--- src/rtl/ball_vcounter_sync.sv ---
// ball_vcounter_sync
// Vertical position counter for one moving object in the Pong video path.
// It advances once per horizontal sync pulse during the active field. At
// terminal count it reloads from the motion value that was captured at the
// start of the previous vertical blank. It also produces the object's
// vertical video window. Everything runs on a single clock.
//
// Optional feature: define BALL_VCNT_STATUS_EN to add a sticky wrap_flag
// status bit, which is cleared by wrap_clr.
//
// Tick/blank events are derived from registered copies of the active-low
// sync inputs, so all decisions are made on the clk edge that samples the
// new input level.

module ball_vcounter_sync #(
    parameter int WIDTH  = 8,
    parameter int MOT_W  = 4,
    parameter int HEIGHT = 4
) (
    input  logic             clk,
    input  logic             _reset,
    input  logic             _hsync,
    input  logic             _vblank,
    input  logic [MOT_W-1:0] mot,
`ifdef BALL_VCNT_STATUS_EN
    input  logic             wrap_clr,
`endif
    output logic [WIDTH-1:0] vcount,
    output logic             vterm,
    output logic             vvid,
    output logic             _vvid
`ifdef BALL_VCNT_STATUS_EN
    ,
    output logic             wrap_flag
`endif
);

    // Terminal count value and first line of the object window.
    localparam logic [WIDTH-1:0] ALL_ONES   = '1;
    localparam logic [WIDTH-1:0] VVID_START = ALL_ONES - WIDTH'(HEIGHT - 1);

    logic             hs_q;
    logic             vb_q;
    logic [MOT_W-1:0] mot_q;
    logic             tick;
    logic             blank_start;
    logic             at_term;
    logic             reload;

    // hs_q resets high so a sync line that is already high at release is
    // not seen as a rising edge.
    always_ff @(posedge clk or negedge _reset) begin
        if (!_reset) hs_q <= 1'b1;
        else         hs_q <= _hsync;
    end

    // Registered vertical blank, used to find the start of blanking.
    always_ff @(posedge clk or negedge _reset) begin
        if (!_reset) vb_q <= 1'b1;
        else         vb_q <= _vblank;
    end

    // Event decode: end of sync pulse, start of blanking, terminal count.
    always_comb begin
        tick        = _hsync & ~hs_q;
        blank_start = ~_vblank & vb_q;
        at_term     = (vcount == ALL_ONES);
        reload      = tick & _vblank & at_term;
    end

    // Capture the motion value once per frame, at the start of blanking.
    // A reload on that same edge still uses the previous value.
    always_ff @(posedge clk or negedge _reset) begin
        if (!_reset)          mot_q <= '0;
        else if (blank_start) mot_q <= mot;
    end

    // Line counter: the counter holds during blanking, reloads at terminal
    // count and otherwise increments once per tick.
    always_ff @(posedge clk or negedge _reset) begin
        if (!_reset) begin
            vcount <= '0;
        end else if (tick && _vblank) begin
            if (at_term) vcount <= WIDTH'(mot_q);
            else         vcount <= vcount + WIDTH'(1);
        end
    end

    // Window and terminal outputs, combinational from the count.
    always_comb begin
        vterm = at_term & _vblank;
        vvid  = (vcount >= VVID_START);
        _vvid = ~vvid;
    end

`ifdef BALL_VCNT_STATUS_EN
    // Sticky wrap status: a reload sets it; a clear loses to a
    // simultaneous set.
    always_ff @(posedge clk or negedge _reset) begin
        if (!_reset)       wrap_flag <= 1'b0;
        else if (reload)   wrap_flag <= 1'b1;
        else if (wrap_clr) wrap_flag <= 1'b0;
    end
`endif

endmodule
--- config.mk ---
export PLATFORM = sky130hd
export DESIGN_NAME = ball_vcounter_sync
export DESIGN_NICKNAME = d
export VERILOG_FILES = /design/src/rtl/ball_vcounter_sync.sv
export SDC_FILE = /design/constraint.sdc
export NUM_CORES = 1
export LEC_CHECK = 0
export BUFFER_PORTS_ARGS = -buffer_cell sky130_fd_sc_hd__buf_2
export CAP_MARGIN = 15
export CORE_UTILIZATION = 53
export DETAILED_ROUTE_END_ITERATION = 8
export PLACE_DENSITY = 0.81
export SYNTH_ARGS = -nofsm -noshare
export SYNTH_HDL_FRONTEND = slang
export SYNTH_SLANG_ARGS = --single-unit
--- constraint.sdc ---
create_clock -name clk -period 2.8 [get_ports clk]
set_clock_uncertainty 0.1 [all_clocks]
set_input_delay 0.14 -clock clk [delete_from_list [all_inputs] [get_ports clk]]
set_output_delay 0.14 -clock clk [all_outputs]
set_load 0.01 [all_outputs]
Word-level counts from Yosys, hierarchy flattened

Cells that the tools add are included.

Register bits after elaboration: 14
Word-level logic and storage cells: 15
Input port bits: 8
Output and inout port bits: 11

Muxes and demuxes: 1
Add/subtract/negate cells: 1
Eq/ne operators: 1
$lt $le $gt $ge: 1
Reduce and logical (&&, ||, !) cells: 1
Bitwise logic cells: 6

Operator list:

| kind                                                     | count |
|---|---|
| adder 8 x 1 -> 8 bit, second input constant              | 1 |
| == test 8 bit, second input constant                     | 1 |
| greater-or-equal comparator 8 bit, second input constant | 1 |
| 2-to-1 mux 8 bit                                         | 1 |
| bitwise AND 1 bit                                        | 3 |
| inverter 1 bit                                           | 3 |
| logical AND 1 bit                                        | 1 |

Logic depth before layout (Yosys ltp)

Gate-level depths: netlist of run 1.

Word-level depth: 3
Depth in mapped cells: 4
Depth with buffers taken out: 4

Least setup slack after synthesis of run 1

OpenSTA, ideal clock, no wires.

Path kind: flip-flop to output port
Start point: register vcount[2]
End point: output port vterm
Path buffers: 0
Path slack: 1357 ps
Data required time: 2560 ps
Stages on the path, launching flop included: 4
Arrival time: 1203 ps
Path through: dfrtp_1 nand4_1 nor2_1 and3_2

Cells in the longest elaborated chain, start to end: 2

RTL lines:

| what                   | RTL line | source |
|---|---|---|
| start, declared        | 28       | `output logic [WIDTH-1:0] vcount,` |
| start signal, assigned | 84       | `if (at_term) vcount <= WIDTH'(mot_q);` |
| start signal, assigned | 85       | `else vcount <= vcount + WIDTH'(1);` |
| == test 8 bit          | 67       | `at_term = (vcount == ALL_ONES);` |
| bitwise AND 1 bit      | 91       | `vterm = at_term & _vblank;` |
| end, declared          | 29       | `output logic vterm,` |

Every way passes these cells.

Final worst setup path of run 1

Same ends and word-level chain as after synthesis.

==> results of run 1 <==
[per-layer routing]
layer / share of wire, % / vias up / track usage (%)
met1: 41 / 296 / 30.0
met4: 0.73 / 0 / 7.14
met2: 54 / 24 / 48.7
met3: 4.1 / 2 / 2.33
met5: 0 / - / 0
li1: - / 298 / -
[through the flow]
stage	area [um2]	utilization (%)	hold slack, ns	instances	setup slack (ns)
global placement	802	68.5	-0.0502	94	1.24
finish	888	75.9	0.0166	104	0.997
global route	888	75.9	0.0182	104	0.925
floorplan	698	-	-0.256	63	1.36
CTS	878	75.0	0.000838	103	1.01
detailed placement	802	68.5	-0.0532	94	1.21
[cell usage in the layout (no fill, tap or decap), drive strengths merged]
cell type    count
nand4            3
dfstp            2
and2             1
nand4b           2
nor4             1
dfrtp           12
o21ai            2
nand3            1
nor3b            1
a31oi            1
a21oi            5
or4              1
o211a            1
ha               1
o311ai           1
nor2             3
nand2            2
mux2             4
a211oi           1
xor2             1
a41oi            2
buf             18
o21a             1
xnor2            1
clkbuf           4
and2b            1
or3              1
inv              3
nor3             1
nand3b           1
o31ai            1
and3b            1
dlygate4sd3      6
and3             2
and4             1
[layout make-up]
cell class / count / area (um2) / share of cell area [%]
inverter: 3 / 11.3 / 1.27
tap: 14 / 17.5 / 1.97
timing repair buffer: 24 / 150 / 16.9
clock buffer: 4 / 26.3 / 2.96
sequential: 14 / 353 / 39.7
multi-input combinational: 45 / 330 / 37.2
[power breakdown]
group          leakage (nW)  switching [mW]  internal (mW)  total [mW]
Sequential            0.165          0.0560          0.245       0.301
Combinational         0.227          0.0865         0.0740       0.160
Clock                0.0150          0.0632         0.0552       0.118
[registers in the layout, summed over array words and instances, names as in the netlist]
| register | count |
|---|---|
| hs_q | 1 |
| mot_q | 4 |
| vb_q | 1 |
| vcount | 8 |
[cells by family (layout without fill, tap and decap cells)]
logic type | Yosys count | after routing
buffers and inverters | 4 | 31
flip-flops | 14 | 14
adder cells (fa/ha/maj) | 1 | 1
AO/OA/AOI/OAI | 15 | 15
multiplexers | 4 | 4
AND/OR/NAND/NOR | 23 | 23
XOR/XNOR | 2 | 2
[critical path, cell delays in order (launching register included)]
cell and delay [ns]:
dfrtp_1 0.46, nand4_1 0.29, nor2_1 0.23, and3_2 0.19
buf_2 0.12
[Yosys cell counts (2+ instances only)]
cell type	instances
a21oi_1	5
a41oi_1	2
dfrtp_1	12
dfstp_2	2
inv_1	3
mux2_2	4
nand2_1	2
nand4_1	3
nor2_1	3
o21ai_0	2
[worst max-delay path by stage]
stage,slack (ns),to
after floorplan,1.36,vterm
after global placement,1.24,vcount[0]
after detailed placement,1.21,vcount[0]
after CTS,1.01,vterm
after global routing,0.93,vterm
final,1.0,vterm
[what timing repair did]
action	4_1_cts	5_1_grt
endpoints found under the hold margin	18	1
hold buffers	5	1
endpoints found under the setup margin	0	0
==> results.md, run 1 <==
* Simple-Gate Fraction of Synth Area at approximately 22%
* Syn_nets at 72
* Area share of the largest cell type after synthesis at a little over two fifths
* Area growth syn-to-layout at 27.2%
* Clk sinks at 14
* Initial antenna violation count at 0
* Distinct cells, synth at 35
* Crit path time final at 1.80 ns
* Synth Instances at 63
* Final WL at 1510 um
* Worst Hold Class: input pin to register
* PwrDens at 653 mW/mm2
* Nature of the critical path endpoint: output pin
* Hold path start: mot[3]
* First-pass GRT wire length at between 2000 and 3000 um
* Fraction of layout cells with a size suffix above 1 at a little over a third
* Number of CTS-inserted buffers at 3
* Gr ovfl total at 0
* Total setup buffers inserted after CTS at 0
* FF-to-FF setup slack at 1.17 ns
* Initial DRC count at 16
* FFs w/ async S/R, synth at 100%
* Post-synthesis adder-cell area fraction at about 1.8%
* MaxCap Viol Count at 0
* Vias in the first global route at 612
* Critical path type: register to output pin
* Via density at 5.96
* Die height at between 30 and 40 um
* Number of flops mapped to enable cells by yosys at 0
* Area contributors post-synth: dfrtp_1 43%, dfstp_2 7.5%, mux2_2 6.5%
* Filler cells at slightly below 80
* CP Data Arrival Time at about 1.6 ns
* Critical Path Source: vcount[2]
* Clk_lat worst skew at approximately 0.27 ns
* Rows at 12
* Worst r2r src: vcount[1]
* Worst IR Drop VDD at ~440 uV
* Worst setup SP type: register
* Dpl hpwl at 1120 um
* CP Max Fanout at 8
* Max H-tree Level at 1
* IO Pins at 19
* CTS tree: built
* Vias at 620
* ANT cells at 0
* R2R cell count at 4
* Setup TNS at 0 ns
* Nets at 100
* GPL Wtd Cong at 0.862
* Multiplexer share of the synthesized area at 6.45%
* Pre-Repair DR Iteration Count at 6
* Core box area at between 0.001 and 0.0015 mm2
* Leak at 0.406 nW
* Largest family of logic cells by synthesized area: simple AND/OR/NAND/NOR gates
* Hold Vio Cnt, Final at 0
* Setup violators final at 0
* Synthesized cell area at 698 um2
* Avg Inst Size Synth at around 11 um2
* Seq/Total Area, Yosys at 50.5%
* Initial core utilization at between 50% and 60%
* Synth Area in XOR/XNOR at around 2.5%
* # DRC at 0
* Routed wire per std cell at ~15 um
* CTS resizes at 0
* Reg-to-reg endpoint: vcount[0]
* Worst-case clock buffer depth at 2
* Final period util at 64.4%
* Headroom to the max-slew limit at between 70% and 80%
* Synth Flop Type: dfrtp_1
* Worst Hold Path Cells at 2
* Synth warn at 0
* Setup repair after global routing missed its margin: no
* Clk slew on worst S/H paths at 0.09 ns
* Port Buffers at 18
* Width of the die at between 30 and 40 um
* Fmax at ~550 MHz
* Largest net degree at the start of global routing at 15
* End point of the worst hold path: mot_q[3]
* Transition time of the tightest slew-check pin at just over 0.3 ns
* CTS root buffer: clkbuf_4
* Routed Antenna Nets at 0
* Synth Area in Compound Gates at around 14%
* Crit path required time at roughly 2.6 ns
* Outcome: completed
* Cell taking the most area after synthesis: dfrtp_1
* Full die area at approximately 0.0015 mm2
* Synthesized flop and latch total at 14
* Overall routing resource usage at ~26%
* Power Total at just under 0.6 mW
* Slew Viols, Final at 0
Power figures use the tool's default switching activity.
==> inputs of run 2 (changes only) <==
- ABC_AREA: not set -> 1
- CORE_UTILIZATION: 53 -> 45
- PLACE_DENSITY: 0.81 -> 0.72
- clock period: 2.8 -> 1.4 ns (I/O delays scaled with it)
==> run 2 against run 1 <==
The run now ends with setup timing left. Critical path depth up 2. Register-to-register slack got worse by 1.1 ns. Power increased by 130%. Critical path type unchanged. Highest routed layer unchanged.
==> results.md, run 2 <==
* Overall routing resource usage at between 10% and 20%
* Fmax at 710 MHz
* Nature of the critical path endpoint: output pin
* Setup repair after global routing missed its margin: yes
* Cell taking the most area after synthesis: dfrtp_1
* CP max stage cell: dfrtp_1
* Cell family with most CP delay: flip-flops
* ANT cells at 0
* Instance count on the critical path at 6
* Commonest non-fill, non-tap cell in the layout: nand2_1
* Distinct cells, synth at 20
* Worst-case clock buffer depth at 2
* PwrDens at roughly 1300 mW/mm2
* CP Buf/Inv Count at 2
* Routed wire per std cell at 11.5 um
* Transition time of the tightest slew-check pin at approximately 0.31 ns
* Post-place setup slack at 0.0734 ns
* R2R cell count at 7
* Vias at ~730
* Worst Hold Class: input pin to async pin
* Area contributors post-synth: dfrtp_1 41%, nand2_1 14%, dfstp_2 7.2%
* Clk_lat worst skew at 0.28 ns
* Hold slack at just under 0.1 ns
* # DRC at 0
* Headroom to the max-slew limit at between 70% and 80%
* Slew Viols, Final at 0
* Full die area at approximately 0.0018 mm2
* Pre-Repair DR Iteration Count at 6
* Via density at 5.08
* Initial core utilization at between 40% and 50%
* Violated checks: setup timing
* Hold Vio Cnt, Final at 0
* MaxCap Viol Count at 0
* Final WL at ~1700 um
* Count leader, synth: nand2_1
* Slowest cell delay on critical path at ~0.36 ns
* Clk sinks at 14
* Initial DRC count at 38
* Largest net degree at the start of global routing at 15
* Area growth syn-to-layout at 46.5%
* Synthesized cell area at 727 um2
* GPL Wtd Cong at about 0.80
* Number of CTS-inserted buffers at 3
* Routed Antenna Nets at 0
* Setup TNS at -0.00923 ns
* First-pass GRT wire length at around 2600 um
* Largest regs: vcount: 8 flops, mot_q: 4 flops
* CP Data Arrival Time at 1.24 ns
* Commonest non-fill, non-tap cells in the layout: 25 x nand2_1, 18 x buf_2, 12 x buf_4
* Max reg flops at 8
* Fraction of layout cells with a size suffix above 1 at around 42%
* Vias in the first global route at 608
* Width of the die at ~42 um
* Dpl hpwl at roughly 1100 um
* Synth Flop Type: dfrtp_1
* Synth warn at 0
* Critical path type: register to output pin
* Setup violators final at 1
* Leak at 0.550 nW
* FFs w/ async S/R, synth at 100%
* Die height at between 40 and 50 um
* IO Pins at 19
* Clk slew on worst S/H paths at 0.09 ns
* CP Cell Sequence: ha_2 -> inv_2 -> nor2_4 -> nand2_2 -> nor2_1 -> buf_2
* Avg Inst Size Synth at ~8.4 um2
* Nets at approximately 140
* Synthesized flop and latch total at 14
* Final setup margin at -0.00923 ns
* Seq/Total Area, Yosys at 48.5%
* Largest register by flop count: vcount
* Max H-tree Level at 1
* Crit path required time at 1.23 ns
* Gr ovfl total at 0
* Final period util at 101%
* CP Max Fanout at 2
* Initial antenna violation count at 0
* Worst setup SP type: register
* Port Buffers at 18
* Power Total at ~1.4 mW
* Final Util at a little over two thirds
* Number of flops mapped to enable cells by yosys at 0
* CTS root buffer: clkbuf_4
* Synth Instances at 87
* Worst IR Drop VDD at 774 uV
* Core box area at between 0.0015 and 0.002 mm2
* CTS tree: built
* Synth cell count leaders: 27 x nand2_1, 12 x dfrtp_1, 11 x inv_1, 8 x nor2_1, 4 x nand3_1
* Rows at 14
* Crit path time final at 1.41 ns
* Outcome: finished with violations
* Syn_nets at 96
* Area share of the largest cell type after synthesis at approximately 41%
## run 2: cell types whose count changed after synthesis, moves of 3 or more
cell / change
a21oi_1: -3
inv_1: +8
nand2_1: +25
nand2_2: +3
nand3_1: +3
nor2_1: +5
## run 2: final timing paths
path / from / end / slack [ns]
max in group asynchronous: _reset / hs_q / 0.82
min in group clk: _hsync / hs_q / 0.36
setup reg to reg: vcount[0] / vcount[6] / 0.08
hold reg to reg: mot_q[2] / vcount[2] / 0.40
setup / recovery: vcount[0] / vterm / -0.009
hold / removal: _reset / vcount[7] / 0.1
## run 2: power by group
group / total [mW] / internal (mW) / switching (mW) / leakage, nW
clock network: 0.293 / 0.158 / 0.135 / 0.0210
registers: 0.546 / 0.487 / 0.0589 / 0.170
logic: 0.517 / 0.244 / 0.273 / 0.359
total: 1.36 / 0.889 / 0.467 / 0.550
## run 2: timing repair
item                       CTS  global route
hold endpoints to repair    20             0
setup buffers                6             3
resized for setup            5             6
hold buffers                 7             0
setup endpoints to repair    3             6
pin swaps                    3             3
## run 2: kinds of logic after synthesis
group,synth area share (%)
multiplexers,4.65
AND/OR/NAND/NOR,32.9
XOR/XNOR,2.41
adder cells (fa/ha/maj),1.72
buffers and inverters,5.68
AO/OA/AOI/OAI,4.13
flip-flops,48.5
## run 2: final cells by class
class	instances	area (um2)
Inverter	11	41.3
Timing Repair Buffer	37	250
Tap cell	16	20.0
Sequential cell	14	354
Fill cell	118	442
Clock buffer	4	36.3
Multi-Input combinational cell	62	363
## run 2: metrics by stage
step	cell area, um2	std cells
after floorplan	727	87
after global placement	860	124
after detailed placement	860	124
after CTS	1020	141
after global routing	1060	144
final	1060	144
## run 2: per-layer routing
layer	global-route usage (%)	vias to the layer above	share of wire, %
met4	7.50	0	2.1
met2	33.8	27	52
met3	4.31	6	4.1
met1	24.1	340	42
met5	0	-	0
li1	-	358	-
==> inputs of run 3 (changes only) <==
- CELL_PAD_IN_SITES_DETAIL_PLACEMENT: not set -> 0
- CELL_PAD_IN_SITES_GLOBAL_PLACEMENT: not set -> 2
- CORE_ASPECT_RATIO: not set -> 0.8
- CORE_MARGIN: not set -> 10
- CORE_UTILIZATION: 45 -> 26
==> run 3 against run 2 <==
The run now ends clean. Routed wire length grew 18%. Register-to-register slack is essentially flat. Global-route usage shrank 12 points. Maximum frequency grew 0.89%. Critical path type unchanged. Highest routed layer unchanged.
==> results.md, run 3 (synthesized netlist as in run 2, its figures left out) <==
* Pre-Repair DR Iteration Count at 4
* GPL Wtd Cong at roughly 0.77
* # DRC at 0
* Crit path time final at between 1 and 1.5 ns
* Rows at 17
* Clk_lat worst skew at about 0.28 ns
* ANT cells at 0
* Worst setup SP type: register
* Initial antenna violation count at 0
* Commonest non-fill, non-tap cells in the layout: 24 x nand2_1, 18 x buf_2, 12 x buf_4
* Critical path type: register to output pin
* Via density at between 4 and 5
* Area growth syn-to-layout at 50.9%
* CP Data Arrival Time at around 1.2 ns
* FF-to-FF setup slack at about 0.080 ns
* Overall routing resource usage at 7.98%
* Worst-case clock buffer depth at 2
* Die height at 67.3 um
* CP max stage cell: dfrtp_1
* Filler cells at about 300
* R2R cell count at 9
* Largest regs: vcount: 8 flops, mot_q: 4 flops
* Clk slew on worst S/H paths at 0.09 ns
* Number of CTS-inserted buffers at 3
* Worst Setup EP: vterm
* Setup violators final at 0
* Largest net degree at the start of global routing at 15
* Multi-input logic area at roughly 370 um2
* Max H-tree Level at 1
* Dpl hpwl at roughly 1400 um
* Width of the die at between 70 and 80 um
* First-pass GRT wire length at around 3400 um
* Largest register by flop count: vcount
* Instance count on the critical path at 6
* Leak at around 0.54 nW
* Worst r2r src: vcount[0]
* Full die area at 0.00532 mm2
* Register Area at about 350 um2
* Max reg flops at 8
* Headroom to the max-slew limit at between 70% and 80%
* Finished Cell Area at between 0.001 and 0.0015 mm2
* Hold Vio Cnt, Final at 0
* CTS tree: built
* Cell family with most CP delay: flip-flops
* Initial core utilization at a little over a quarter
* Final Util at between 40 and 50%
* Port Buffers at 18
* Core box area at around 0.0027 mm2
* Final period util at 99.8%
* Vias in the first global route at approximately 710
* Post-DP Area at between 800 and 900 um2
* Critical Path Source: vcount[0]
* Fmax at approximately 700 MHz
* CP Buf/Inv Count at 2
* Clk sinks at 14
* CP Max Fanout at 2
* Reg-to-reg endpoint: vcount[1]
* Routed wire per std cell at roughly 12 um
* PwrDens at around 1200 mW/mm2
* Worst Hold Class: input pin to async pin
* Transition time of the tightest slew-check pin at 0.325 ns
* Fraction of layout cells with a size suffix above 1 at 45.3%
* CP Cell Sequence: ha_2 -> inv_2 -> nor2_4 -> nand2_2 -> nor2_1 -> buf_2
* Worst IR Drop VDD at ~770 uV
* Nature of the critical path endpoint: output pin
* CTS root buffer: clkbuf_4
* Commonest non-fill, non-tap cell in the layout: nand2_1
* Gr ovfl total at 0
* Slowest cell delay on critical path at between 0.3 and 0.4 ns
* Crit path required time at 1.23 ns
* Slew Viols, Final at 0
* Setup repair after global routing missed its margin: yes
* Outcome: completed
* Nets at 138
* Routed Antenna Nets at 0
* Vias at 681
* IO Pins at 19
* Initial DRC count at 34
* MaxCap Viol Count at 0
* Final WL at around 2000 um
[run 3: cell counts in the layout (fill, tap and decap cells not counted)]
No cell type changed its count.
[run 3: worst min-delay path by stage]
| stage | to | slack [ns] | depth (start not counted) |
|---|---|---|---|
| floorplan | mot_q[0] | -0.33 | 0 |
| global placement | mot_q[2] | -0.11 | 1 |
| detailed placement | mot_q[2] | -0.11 | 1 |
| CTS | mot_q[2] | 0.11 | 2 |
| global route | vcount[0] | 0.14 | 2 |
| finish | vcount[0] | 0.12 | 2 |
[run 3: layer usage]
metal | track usage, % | part of all wire, % | up-vias
met2 | 12.3 | 45 | 13
li1 | - | - | 356
met5 | 0 | 0 | -
met1 | 9.89 | 49 | 310
met4 | 2.01 | 0.66 | 0
met3 | 3.71 | 5.0 | 2
[run 3: area by class of cell]
type	instances	share of cell area, %
tap	38	4.33
sequential	14	32.3
inverter	11	3.76
timing repair buffer	37	22.8
clock buffer	4	3.31
multi-input combinational	62	33.5
[run 3: through the flow]
step	cells	setup WS (ns)	power, mW	TNS (ns)	hold WS, ns
finish	166	0.00323	1.35	0	0.116
global route	166	-0.0846	1.46	-0.146	0.141
CTS	163	-0.0235	1.34	-0.0291	0.110
detailed placement	146	0.00709	0.955	0	-0.107
global placement	146	0.0548	0.964	0	-0.108
floorplan	87	0.0841	0.775	0	-0.326
[run 3: what timing repair did]
action                     in CTS  in global routing
cloned                          0                  0
hold endpoints to repair       20                  0
setup endpoints to repair       4                  9
resized for setup               4                 11
pin swaps                       3                  2
hold buffers                    7                  0
buffers inserted                6                  3
[run 3: report_power, final]
group	internal [mW]	switching (mW)	total, mW
sequential	0.485	0.0569	0.541
clock	0.158	0.135	0.293
combinational	0.237	0.282	0.519
